===== src/rtl/lcd_frame_ctrl_if.sv =====
// Configuration port for lcd_frame_ctrl: new square bounds offered with a
// valid/ready handshake, plus a one-cycle error pulse for rejected beats.
interface lcd_frame_ctrl_if;
  logic        cfg_valid;
  logic        cfg_ready;
  logic        cfg_err;
  logic [15:0] cfg_top;
  logic [15:0] cfg_bottom;
  logic [15:0] cfg_left;
  logic [15:0] cfg_right;

  // Producer of new bounds.
  modport master (
    output cfg_valid, cfg_top, cfg_bottom, cfg_left, cfg_right,
    input  cfg_ready, cfg_err
  );

  // The frame controller.
  modport slave (
    input  cfg_valid, cfg_top, cfg_bottom, cfg_left, cfg_right,
    output cfg_ready, cfg_err
  );
endinterface


===== src/rtl/lcd_frame_ctrl.sv =====
// LCD timing generator and frame-synchronous square-bounds configurator.
// Counters and sync/enable outputs are all registered from the next-state
// counter values, so every output lines up with PixelCount/LineCount.
// New bounds are held in shadow registers and committed only on the last
// pixel of a frame, so the renderer never sees a torn frame.
module lcd_frame_ctrl #(
  parameter int          H_ACTIVE   = 800,
  parameter int          H_FP       = 40,
  parameter int          H_SYNC     = 48,
  parameter int          H_BP       = 88,
  parameter int          V_ACTIVE   = 480,
  parameter int          V_FP       = 13,
  parameter int          V_SYNC     = 3,
  parameter int          V_BP       = 32,
  parameter logic [15:0] DEF_TOP    = 16'd100,
  parameter logic [15:0] DEF_BOTTOM = 16'd400,
  parameter logic [15:0] DEF_LEFT   = 16'd200,
  parameter logic [15:0] DEF_RIGHT  = 16'd400
) (
  input  logic              PixelClk,
  input  logic              nRST,
  lcd_frame_ctrl_if.slave   cfg_bus,
  output logic [15:0]       PixelCount,
  output logic [15:0]       LineCount,
  output logic              LCD_DE,
  output logic              LCD_HSYNC,
  output logic              LCD_VSYNC,
  output logic              frame_start,
  output logic [15:0]       sq_top,
  output logic [15:0]       sq_bottom,
  output logic [15:0]       sq_left,
  output logic [15:0]       sq_right
);

  localparam logic [15:0] H_ACT  = 16'(H_ACTIVE);
  localparam logic [15:0] HS_BEG = 16'(H_ACTIVE + H_FP);
  localparam logic [15:0] HS_END = 16'(H_ACTIVE + H_FP + H_SYNC);
  localparam logic [15:0] H_LAST = 16'(H_ACTIVE + H_FP + H_SYNC + H_BP - 1);
  localparam logic [15:0] V_ACT  = 16'(V_ACTIVE);
  localparam logic [15:0] VS_BEG = 16'(V_ACTIVE + V_FP);
  localparam logic [15:0] VS_END = 16'(V_ACTIVE + V_FP + V_SYNC);
  localparam logic [15:0] V_LAST = 16'(V_ACTIVE + V_FP + V_SYNC + V_BP - 1);

  // Low for the first edge after reset release so that cycle shows (0,0).
  logic        running;
  logic [15:0] px_nxt;
  logic [15:0] ln_nxt;
  logic        frame_end;

  logic        pending;
  logic        cfg_err_q;
  logic        cfg_fire;
  logic        cfg_bad;
  logic [15:0] sh_top, sh_bottom, sh_left, sh_right;

  assign frame_end         = (PixelCount == H_LAST) && (LineCount == V_LAST);
  assign cfg_bus.cfg_ready = !pending;
  assign cfg_bus.cfg_err   = cfg_err_q;
  assign cfg_fire          = cfg_bus.cfg_valid && !pending;
  assign cfg_bad           = (cfg_bus.cfg_top > cfg_bus.cfg_bottom) ||
                             (cfg_bus.cfg_left > cfg_bus.cfg_right);

  // Next-state counter values; outputs below are decoded from these.
  always_comb begin
    // NOTE: every always_comb output gets a default first so no path can infer a latch.
    px_nxt = '0;
    ln_nxt = '0;
    if (running) begin
      if (PixelCount == H_LAST) begin
        ln_nxt = (LineCount == V_LAST) ? '0 : LineCount + 16'd1;
      end else begin
        px_nxt = PixelCount + 16'd1;
        ln_nxt = LineCount;
      end
    end
  end

  // Counters and registered timing outputs, aligned with the counters.
  always_ff @(posedge PixelClk or negedge nRST) begin
    if (!nRST) begin
      running     <= 1'b0;
      PixelCount  <= '0;
      LineCount   <= '0;
      LCD_DE      <= 1'b0;
      LCD_HSYNC   <= 1'b1;
      LCD_VSYNC   <= 1'b1;
      frame_start <= 1'b0;
    end else begin
      // NOTE: sequential state uses non-blocking assignments so every register samples pre-edge values.
      running     <= 1'b1;
      PixelCount  <= px_nxt;
      LineCount   <= ln_nxt;
      LCD_DE      <= (px_nxt < H_ACT) && (ln_nxt < V_ACT);
      LCD_HSYNC   <= !((px_nxt >= HS_BEG) && (px_nxt < HS_END));
      LCD_VSYNC   <= !((ln_nxt >= VS_BEG) && (ln_nxt < VS_END));
      frame_start <= (px_nxt == '0) && (ln_nxt == '0);
    end
  end

  // Config handshake, shadow capture and commit at frame end.
  always_ff @(posedge PixelClk or negedge nRST) begin
    if (!nRST) begin
      pending   <= 1'b0;
      cfg_err_q <= 1'b0;
      sh_top    <= DEF_TOP;
      sh_bottom <= DEF_BOTTOM;
      sh_left   <= DEF_LEFT;
      sh_right  <= DEF_RIGHT;
      sq_top    <= DEF_TOP;
      sq_bottom <= DEF_BOTTOM;
      sq_left   <= DEF_LEFT;
      sq_right  <= DEF_RIGHT;
    end else begin
      cfg_err_q <= cfg_fire && cfg_bad;
      // A beat can only fire while nothing is pending, so commit and capture
      // never compete; a beat taken on the frame-end cycle waits a frame.
      if (frame_end && pending) begin
        pending   <= 1'b0;
        sq_top    <= sh_top;
        sq_bottom <= sh_bottom;
        sq_left   <= sh_left;
        sq_right  <= sh_right;
      end else if (cfg_fire && !cfg_bad) begin
        pending   <= 1'b1;
        sh_top    <= cfg_bus.cfg_top;
        sh_bottom <= cfg_bus.cfg_bottom;
        sh_left   <= cfg_bus.cfg_left;
        sh_right  <= cfg_bus.cfg_right;
      end
    end
  end

endmodule


===== src/flat_wrapper.sv =====
// flat-port wrapper written by rule: the top's interface ports become plain ports
module lcd_frame_ctrl_flat 
#(
  parameter int          H_ACTIVE   = 800,
  parameter int          H_FP       = 40,
  parameter int          H_SYNC     = 48,
  parameter int          H_BP       = 88,
  parameter int          V_ACTIVE   = 480,
  parameter int          V_FP       = 13,
  parameter int          V_SYNC     = 3,
  parameter int          V_BP       = 32,
  parameter logic [15:0] DEF_TOP    = 16'd100,
  parameter logic [15:0] DEF_BOTTOM = 16'd400,
  parameter logic [15:0] DEF_LEFT   = 16'd200,
  parameter logic [15:0] DEF_RIGHT  = 16'd400
)
  (PixelClk, nRST, PixelCount, LineCount, LCD_DE, LCD_HSYNC, LCD_VSYNC, frame_start, sq_top, sq_bottom, sq_left, sq_right, cfg_bus_cfg_valid, cfg_bus_cfg_top, cfg_bus_cfg_bottom, cfg_bus_cfg_left, cfg_bus_cfg_right, cfg_bus_cfg_ready, cfg_bus_cfg_err);
  lcd_frame_ctrl_if cfg_bus_i ();
  input  logic PixelClk;
  input  logic nRST;
  output logic [15:0] PixelCount;
  output logic [15:0] LineCount;
  output logic LCD_DE;
  output logic LCD_HSYNC;
  output logic LCD_VSYNC;
  output logic frame_start;
  output logic [15:0] sq_top;
  output logic [15:0] sq_bottom;
  output logic [15:0] sq_left;
  output logic [15:0] sq_right;
  input wire logic [$bits(cfg_bus_i.cfg_valid)-1:0] cfg_bus_cfg_valid;
  input wire logic [$bits(cfg_bus_i.cfg_top)-1:0] cfg_bus_cfg_top;
  input wire logic [$bits(cfg_bus_i.cfg_bottom)-1:0] cfg_bus_cfg_bottom;
  input wire logic [$bits(cfg_bus_i.cfg_left)-1:0] cfg_bus_cfg_left;
  input wire logic [$bits(cfg_bus_i.cfg_right)-1:0] cfg_bus_cfg_right;
  output wire logic [$bits(cfg_bus_i.cfg_ready)-1:0] cfg_bus_cfg_ready;
  output wire logic [$bits(cfg_bus_i.cfg_err)-1:0] cfg_bus_cfg_err;
  assign cfg_bus_i.cfg_valid = cfg_bus_cfg_valid;
  assign cfg_bus_i.cfg_top = cfg_bus_cfg_top;
  assign cfg_bus_i.cfg_bottom = cfg_bus_cfg_bottom;
  assign cfg_bus_i.cfg_left = cfg_bus_cfg_left;
  assign cfg_bus_i.cfg_right = cfg_bus_cfg_right;
  assign cfg_bus_cfg_ready = cfg_bus_i.cfg_ready;
  assign cfg_bus_cfg_err = cfg_bus_i.cfg_err;
  lcd_frame_ctrl #(.H_ACTIVE(H_ACTIVE), .H_FP(H_FP), .H_SYNC(H_SYNC), .H_BP(H_BP), .V_ACTIVE(V_ACTIVE), .V_FP(V_FP), .V_SYNC(V_SYNC), .V_BP(V_BP), .DEF_TOP(DEF_TOP), .DEF_BOTTOM(DEF_BOTTOM), .DEF_LEFT(DEF_LEFT), .DEF_RIGHT(DEF_RIGHT)) u_core (.PixelClk(PixelClk), .nRST(nRST), .cfg_bus(cfg_bus_i), .PixelCount(PixelCount), .LineCount(LineCount), .LCD_DE(LCD_DE), .LCD_HSYNC(LCD_HSYNC), .LCD_VSYNC(LCD_VSYNC), .frame_start(frame_start), .sq_top(sq_top), .sq_bottom(sq_bottom), .sq_left(sq_left), .sq_right(sq_right));
endmodule

===== config.mk =====
export PLATFORM = sky130hd
export DESIGN_NAME = lcd_frame_ctrl_flat
export DESIGN_NICKNAME = d
export VERILOG_FILES = /design/src/rtl/lcd_frame_ctrl_if.sv /design/src/rtl/lcd_frame_ctrl.sv /design/src/flat_wrapper.sv
export SDC_FILE = /design/constraint.sdc
export NUM_CORES = 1
export LEC_CHECK = 0
export ABC_AREA = 1
export CELL_PAD_IN_SITES_DETAIL_PLACEMENT = 1
export CELL_PAD_IN_SITES_GLOBAL_PLACEMENT = 2
export CORE_UTILIZATION = 28
export CTS_BUF_LIST = sky130_fd_sc_hd__clkbuf_2 sky130_fd_sc_hd__clkbuf_4 sky130_fd_sc_hd__clkbuf_8
export CTS_CLUSTER_DIAMETER = 30
export DETAILED_ROUTE_END_ITERATION = 8
export GPL_TIMING_DRIVEN = 0
export HOLD_SLACK_MARGIN = 0.08
export PLACE_DENSITY_LB_ADDON = 0.05
export SETUP_SLACK_MARGIN = 0.3
export SYNTH_ARGS = -nofsm -noshare
export SYNTH_HDL_FRONTEND = slang
export SYNTH_SLANG_ARGS = --single-unit
export TNS_END_PERCENT = 30

===== constraint.sdc =====
create_clock -name PixelClk -period 1.86 [get_ports PixelClk]
set_input_delay 0.465 -clock PixelClk [delete_from_list [all_inputs] [get_ports PixelClk]]
set_output_delay 0.465 -clock PixelClk [all_outputs]
set_load 0.005 [all_outputs]

==> run metrics, run 1 <==
status finished, violations left; violated checks setup timing; Initial Utilization 28.5%; PwrDens 560 mW/mm2; post-detail-place hpwl between 15000 and 20000 um; Syn Inst Count between 1000 and 1500; CP max stage delay 0.42 ns; Inserted Clock Buffers 17; share of the synthesized area in the top cell type a little over two fifths; total global-route track usage 19.0%; RSZ-0062 raised after global routing true; CP Launch Point u_core.PixelCount[0]; synth unique cells 35; Iter 0 DRT Violations 290; Critical Path AT 2.48 ns; via count 7723; Mean Syn Cell Area 7.97 um2; CP Cell Sequence ha_4, nand2_4, nor2_8, nand3_4, nor2_8, buf_8, nand2_1, nand3_2, nand2_2, nor2_4, nand3_2, or2_1; Pwr Total 7.75 mW; startpoint class of the critical path flop; layout cells sized above 1 between 40% and 50%; Worst-Margin Slew 0.553 ns; commonest cells in the synthesized netlist 391 x nand2_1, 141 x dfrtp_1, 134 x inv_1; total congestion overflow 0; Yosys warnings 0; Routed WL per cell ~17 um; Fmax 480 MHz; final instance area 0.0138 mm2; worst flop-to-flop path endpoint u_core.LCD_VSYNC; area of the core between 0.02 and 0.03 mm2; Max-Cap Viols 0; FF-to-FF Start u_core.PixelCount[0]; CTS tree yes; Synth area leader dfrtp_1; top cell family by delay on the critical path simple AND/OR/NAND/NOR gates; io pins between 150 and 200; Worst setup EP type flop; Rel. slew slack 63.1%; Synth async-reset ratio 100%; drt pass-1 iters 4; final worst-path cycle share 112%; peak supply drop 0.313 mV; Core Util, Final 48.1%; crit-path max FO 5; most common cell in the netlist nand2_1; Worst Hold Class in -> reg; Die ar. 0.0300 mm2; Worst EP required ~2.3 ns; minimum clock period 2.08 ns; Detailed Route WL 29200 um; CP bufs+invs 1; vias in the first global route 7992; Die W 173 um; Placed Area 0.0107 mm2; clock sinks 167; Root Buffer clkbuf_8; Die Ht 173 um; largest net degree at the start of global routing 85; Worst Hold Depth 3; setup ws final -0.222 ns; ys flop type dfrtp_1; Post-synth EDFFs 0; CP Depth 12; first-pass GRT wire length between 40000 and 50000 um; Nets 1416; clock slew at reported path FFs 0.10 ns; Clk Latency, worst-skew pair ~0.46 ns; DRC viols 0; capture point of the worst path u_core.LCD_VSYNC; Port Buf Inserts 168; Final Max Slew Viols 0; via/cell ratio around 4.5; initial antenna violation count 1; #FFs+latches synth around 170; row cnt 62; CTS H-Tree Depth 4; GP Congestion 0.775; Hold Vio Cnt, Final 0; P_leak between 8 and 9 nW; Routed Antenna Nets 0; CP max-delay cell dfrtp_1; Seq/Total Area, Yosys 51.3%; Max clock buf depth 2; Final Setup Violations 16; worst clock skew 0.0200 ns; Worst Setup Path Type reg -> reg; Fill cells 3247; R2R depth 12; Syn-to-layout area delta 68.7%; r2r setup slk -0.22 ns; Syn Std Cell Area 0.00821 mm2; Synth area leaders dfrtp_1 43%, nand2_1 18%, dfstp_2 8.3%; post-synth net total 1131
==> where the power goes <==
part	internal (mW)	leakage, nW	switching (mW)
logic	0.407	5.71	0.443
registers	3.73	2.17	0.0850
clock network	1.54	0.224	1.55
total	5.68	8.10	2.08
==> layout by cell type (no fill, tap or decap), drive strengths merged, types with 15 or more instances in the layout <==
cell type and n:
nand2 395, buf 164, inv 144, dfrtp 141, o21ai 80, nor2 77
clkbuf 60, dlymetal6s2s 54, nand3 53, ha 34, dfstp 26, clkdlybuf4s15 18
a21oi 17, nand4 15, dlygate4sd2 15
==> through the flow <==
step	worst slack, ns	instances	setup TNS, ns	hold slack [ns]
after floorplan	-0.0225	1030	-0.245	0.169
after global placement	-7.37	1582	-1266.95	0.451
after detailed placement	-1.03	1583	-104.91	0.457
after CTS	-0.236	1666	-4.88	0.221
after global routing	-0.373	1712	-9.18	0.218
final	-0.222	1713	-0.793	0.237
==> kinds of logic (layout without fill, tap and decap cells) <==
group / Yosys count / in the layout / synth area share [%]
buf+inv: 168 / 465 / 8.42
other cells: 1 / 2 / 0.0457
compound gates: 105 / 105 / 6.69
fa+ha+maj: 34 / 34 / 5.18
simple gates: 551 / 552 / 27.9
flops: 167 / 167 / 51.3
xor+xnor: 4 / 4 / 0.427
==> routing by layer <==
layer / vias to the layer above / wire [um] / GRT usage (%)
met5: - / 0 / 0
li1: 3781 / - / -
met2: 116 / 14900 / 33.0
met1: 3811 / 12800 / 23.9
met4: 0 / 293 / 4.50
met3: 15 / 1140 / 4.44
==> layout make-up <==
class                           instances  area [um2]  area share (%)
Timing Repair Buffer                  265        2760            19.9
Tap cell                              384         480            3.47
Buffer                                 32         538            3.89
Clock buffer                           18         248            1.79
Inverter                              136         548            3.96
Antenna cell                            1        2.50          0.0181
Sequential cell                       167        4240            30.6
Clock inverter                         14         208            1.50
Multi-Input combinational cell        696        4820            34.8
==> how the worst min path moves through the flow <==
stage                                startpoint                  end
after floorplan                            nRST        u_core.LCD_DE
after global placement      u_core.sh_bottom[4]  u_core.sh_bottom[4]
after detailed placement    u_core.sh_bottom[4]  u_core.sh_bottom[4]
after CTS                 cfg_bus_cfg_right[13]  u_core.sh_right[13]
after global routing      cfg_bus_cfg_right[13]  u_core.sh_right[13]
final                       cfg_bus_cfg_left[3]    u_core.sh_left[3]
==> worst register-to-register path, delay by kind of cell (launching register included) <==
kind / cells / cell delay (ns)
adder cells (fa/ha/maj): 1 / 0.18
buffers and inverters: 1 / 0.16
flip-flops: 1 / 0.42
AND/OR/NAND/NOR: 10 / 1.27
==> what timing repair did <==
item,in CTS,in global routing
gates resized for setup,447,477
setup endpoints to repair,263,325
hold endpoints to repair,69,0
cloned,8,12
hold buffers,1,0
pin swaps,71,106
buffers inserted,42,34
Power figures use the tool's default switching activity.
==> inputs of run 2 (changes only) <==
--- a/config.mk
+++ b/config.mk
@@ -7,4 +7,5 @@
 export LEC_CHECK = 0
 export ABC_AREA = 1
+export CAP_MARGIN = 20
 export CELL_PAD_IN_SITES_DETAIL_PLACEMENT = 1
 export CELL_PAD_IN_SITES_GLOBAL_PLACEMENT = 2
==> constraint.sdc (replaced) <==
create_clock -name PixelClk -period 1.86 [get_ports PixelClk]
set_input_delay 0.465 -clock PixelClk [delete_from_list [all_inputs] [get_ports PixelClk]]
set_output_delay 0.465 -clock PixelClk [all_outputs]
set_load 0.05 [all_outputs]
==> run metrics, run 2 (synthesis results as in run 1) <==
status finished, violations left; violated checks setup timing; Hold Path Origin cfg_bus_cfg_left[7]; WHS 0.233 ns (-0.00358 ns); R2R depth 13 (+1); area of the core 0.0288 mm2 (unchanged); Clk pwr share 36.9% (-3.0 points); Antenna diodes 0 (-1); Final Max Slew Viols 0 (unchanged); worst flop-to-flop path endpoint u_core.frame_start; setup ws final -0.0971 ns (+0.125 ns); Die Ht 173 um (unchanged); RSZ-0062 raised after global routing true; CP bufs+invs 3 (+2); CP Cell Sequence nor2_2, nand2_2, inv_2, nand2_4, nor2_8, buf_6, buf_16, nand2_2, o211ai_1, nand3_1, nor2_1, nand2_1, nor2_2; Die ar. 0.0300 mm2 (unchanged); Nets 1427 (+0.78%); Worst EP required 2.25 ns (about the same); Iter 0 DRT Violations 259 (-11%); crit-path max FO 7 (+2); Worst-Margin Slew 0.639 ns (+0.0859 ns); clock slew at reported path FFs 0.12 ns (+0.02 ns); layout cells sized above 1 56.0% (+7.7 points); drt pass-1 iters 4 (unchanged); Syn-to-layout area delta 72.4%; FF-to-FF Start u_core.PixelCount[13]; Seq pwr share 51.3% (+2.1 points); net switching power 2.18 mW (+4.8%); largest net degree at the start of global routing 108 (+27%); Initial Utilization 28.5% (unchanged); CP max stage delay 0.46 ns (+0.04 ns); commonest non-fill, non-tap cell in the layout nand2_1; startpoint class of the critical path flop; peak supply drop 0.284 mV (-9.3%); Routed Antenna Nets 0 (unchanged); Worst setup EP type flop; GP Congestion 0.775 (about the same); Rel. slew slack 57.4% (-5.7 points); Worst Hold Depth 3 (unchanged); Logic pwr share 11.8% (+0.8 points); P_leak 7.38 nW (-8.9%); Fmax 511 MHz (+6.4%); clock sinks 167 (unchanged); CP max-delay cell dfrtp_2; via/cell ratio 4.52 (+0.22%); Cell Count, Final, Fillers Out 1723 (+0.58%); total global-route track usage 19.7% (+0.66 points); Fill cells 3226 (-0.65%); Hold Path Sink u_core.sh_left[7]; total congestion overflow 0 (unchanged); minimum clock period 1.96 ns (-0.125 ns); Sw Ratio 29.2% (+2.4 points); final worst-path cycle share 105% (-6.7 points); DP Cell Count 1583 (unchanged); Max clock buf depth 2 (unchanged); DRC viols 0 (unchanged); vias in the first global route 8194 (+2.5%); post-detail-place hpwl 19700 um (+0.65%); Die W 173 um (unchanged); first-pass GRT wire length 45700 um (+2.9%); commonest non-fill, non-tap cells in the layout 217 x nand2_1, 112 x nand2_2, 112 x dfrtp_1; Inserted Clock Buffers 17 (unchanged); initial antenna violation count 1 (unchanged); worst clock skew 0.0227 ns (+0.00273 ns); Internal 5.28 mW (-6.9%); row cnt 62 (unchanged); PwrDens 527 mW/mm2 (-5.9%); via count 7785 (+0.80%); Final Setup Violations 29 (+13); CTS H-Tree Depth 4 (unchanged); Root Buffer clkbuf_8; Critical Path AT 2.35 ns (-0.13 ns); CTS tree yes; top cell family by delay on the critical path simple AND/OR/NAND/NOR gates; Worst Setup Path Type reg -> reg; Clk Latency, worst-skew pair 0.46 ns (about the same); Worst Hold Class in -> reg; Detailed Route WL 29600 um (+1.6%); io pins 169 (unchanged); Port Buf Inserts 168 (unchanged); Routed WL per cell 17.2 um (+0.98%); Max-Cap Viols 0 (unchanged); Hold Vio Cnt, Final 0 (unchanged); r2r setup slk -0.1 ns (+0.12 ns)
-- run 2: cell types whose count changed in the layout (fill, tap and decap cells not counted), moves of 9 or more --
cell	delta
nand2_1	-9
buf_6	+27
clkbuf_2	-14
o21ai_1	-20
dlymetal6s2s_1	-54
buf_4	+22
buf_8	+29
o21ai_2	+20
-- run 2: layout make-up --
class,instances,area (um2),share of cell area (%)
timing repair buffer,277,2960,20.9
sequential,167,4250,30.0
multi-input combinational,695,4970,35.2
tap,384,480,3.40
buffer,32,562,3.97
inverter,136,528,3.73
clock buffer,18,241,1.71
clock inverter,14,153,1.08
-- run 2: worst reg2reg max path: stages, from the launching register on --
cell and delay [ns]:
dfrtp_2 0.46, nor2_2 0.13, nand2_2 0.11, inv_2 0.08, nand2_4 0.06, nor2_8 0.19
buf_6 0.14, buf_16 0.11, nand2_2 0.04, o211ai_1 0.14, nand3_1 0.15, nor2_1 0.12
nand2_1 0.07, nor2_2 0.09
-- run 2: how the worst max path moves through the flow --
stage,start,to,slack (ns),depth (start not counted)
final,u_core.PixelCount[13],u_core.frame_start,-0.1,13
after global routing,u_core.PixelCount[7],u_core.LCD_VSYNC,-0.19,13
after CTS,u_core.sq_top[2],sq_top[2],-0.16,1
after detailed placement,cfg_bus_cfg_right[14],u_core.sh_bottom[9],-1.24,12
after global placement,nRST,u_core.LineCount[2],-7.97,1
after floorplan,u_core.PixelCount[0],u_core.LCD_VSYNC,-0.14,12
-- run 2: power groups by stage --
| stage | Combinational (mW) | Clock, mW | Sequential [mW] |
|---|---|---|---|
| after floorplan | 0.226 | 0 | 3.86 |
| after global placement | 0.579 | 0 | 3.85 |
| after detailed placement | 0.597 | 0 | 3.85 |
| after CTS | 0.806 | 2.84 | 3.79 |
| after global routing | 0.978 | 2.96 | 3.84 |
| final | 0.883 | 2.75 | 3.82 |
-- run 2: per-stage QoR --
stage	TNS, ns	cell area [um2]	power [mW]	util [%]	setup WS [ns]
floorplan	-7.21	8340	4.09	-	-0.138
global placement	-1251.72	10500	4.43	36.5	-7.97
detailed placement	-91.78	10500	4.44	36.6	-1.24
CTS	-6.14	12800	7.44	44.4	-0.161
global route	-8.48	14100	7.77	49.2	-0.195
finish	-0.621	14100	7.46	49.2	-0.0971
-- run 2: what timing repair did --
action                                  4_1_cts  5_1_grt
hold buffers                                  1        0
resized for setup                           847      665
endpoints found under the hold margin        53        0
endpoints found under the setup margin      260      330
gates cloned                                 16        9
setup buffers                                56       26
pin swaps                                    68      105
-- run 2: metal layers --
layer / global-route usage [%] / part of all wire, % / vias up
li1: - / - / 3816
met1: 24.9 / 44 / 3832
met2: 34.0 / 51 / 120
met3: 4.35 / 3.8 / 15
met4: 4.76 / 0.93 / 2
met5: 0 / 0.037 / -
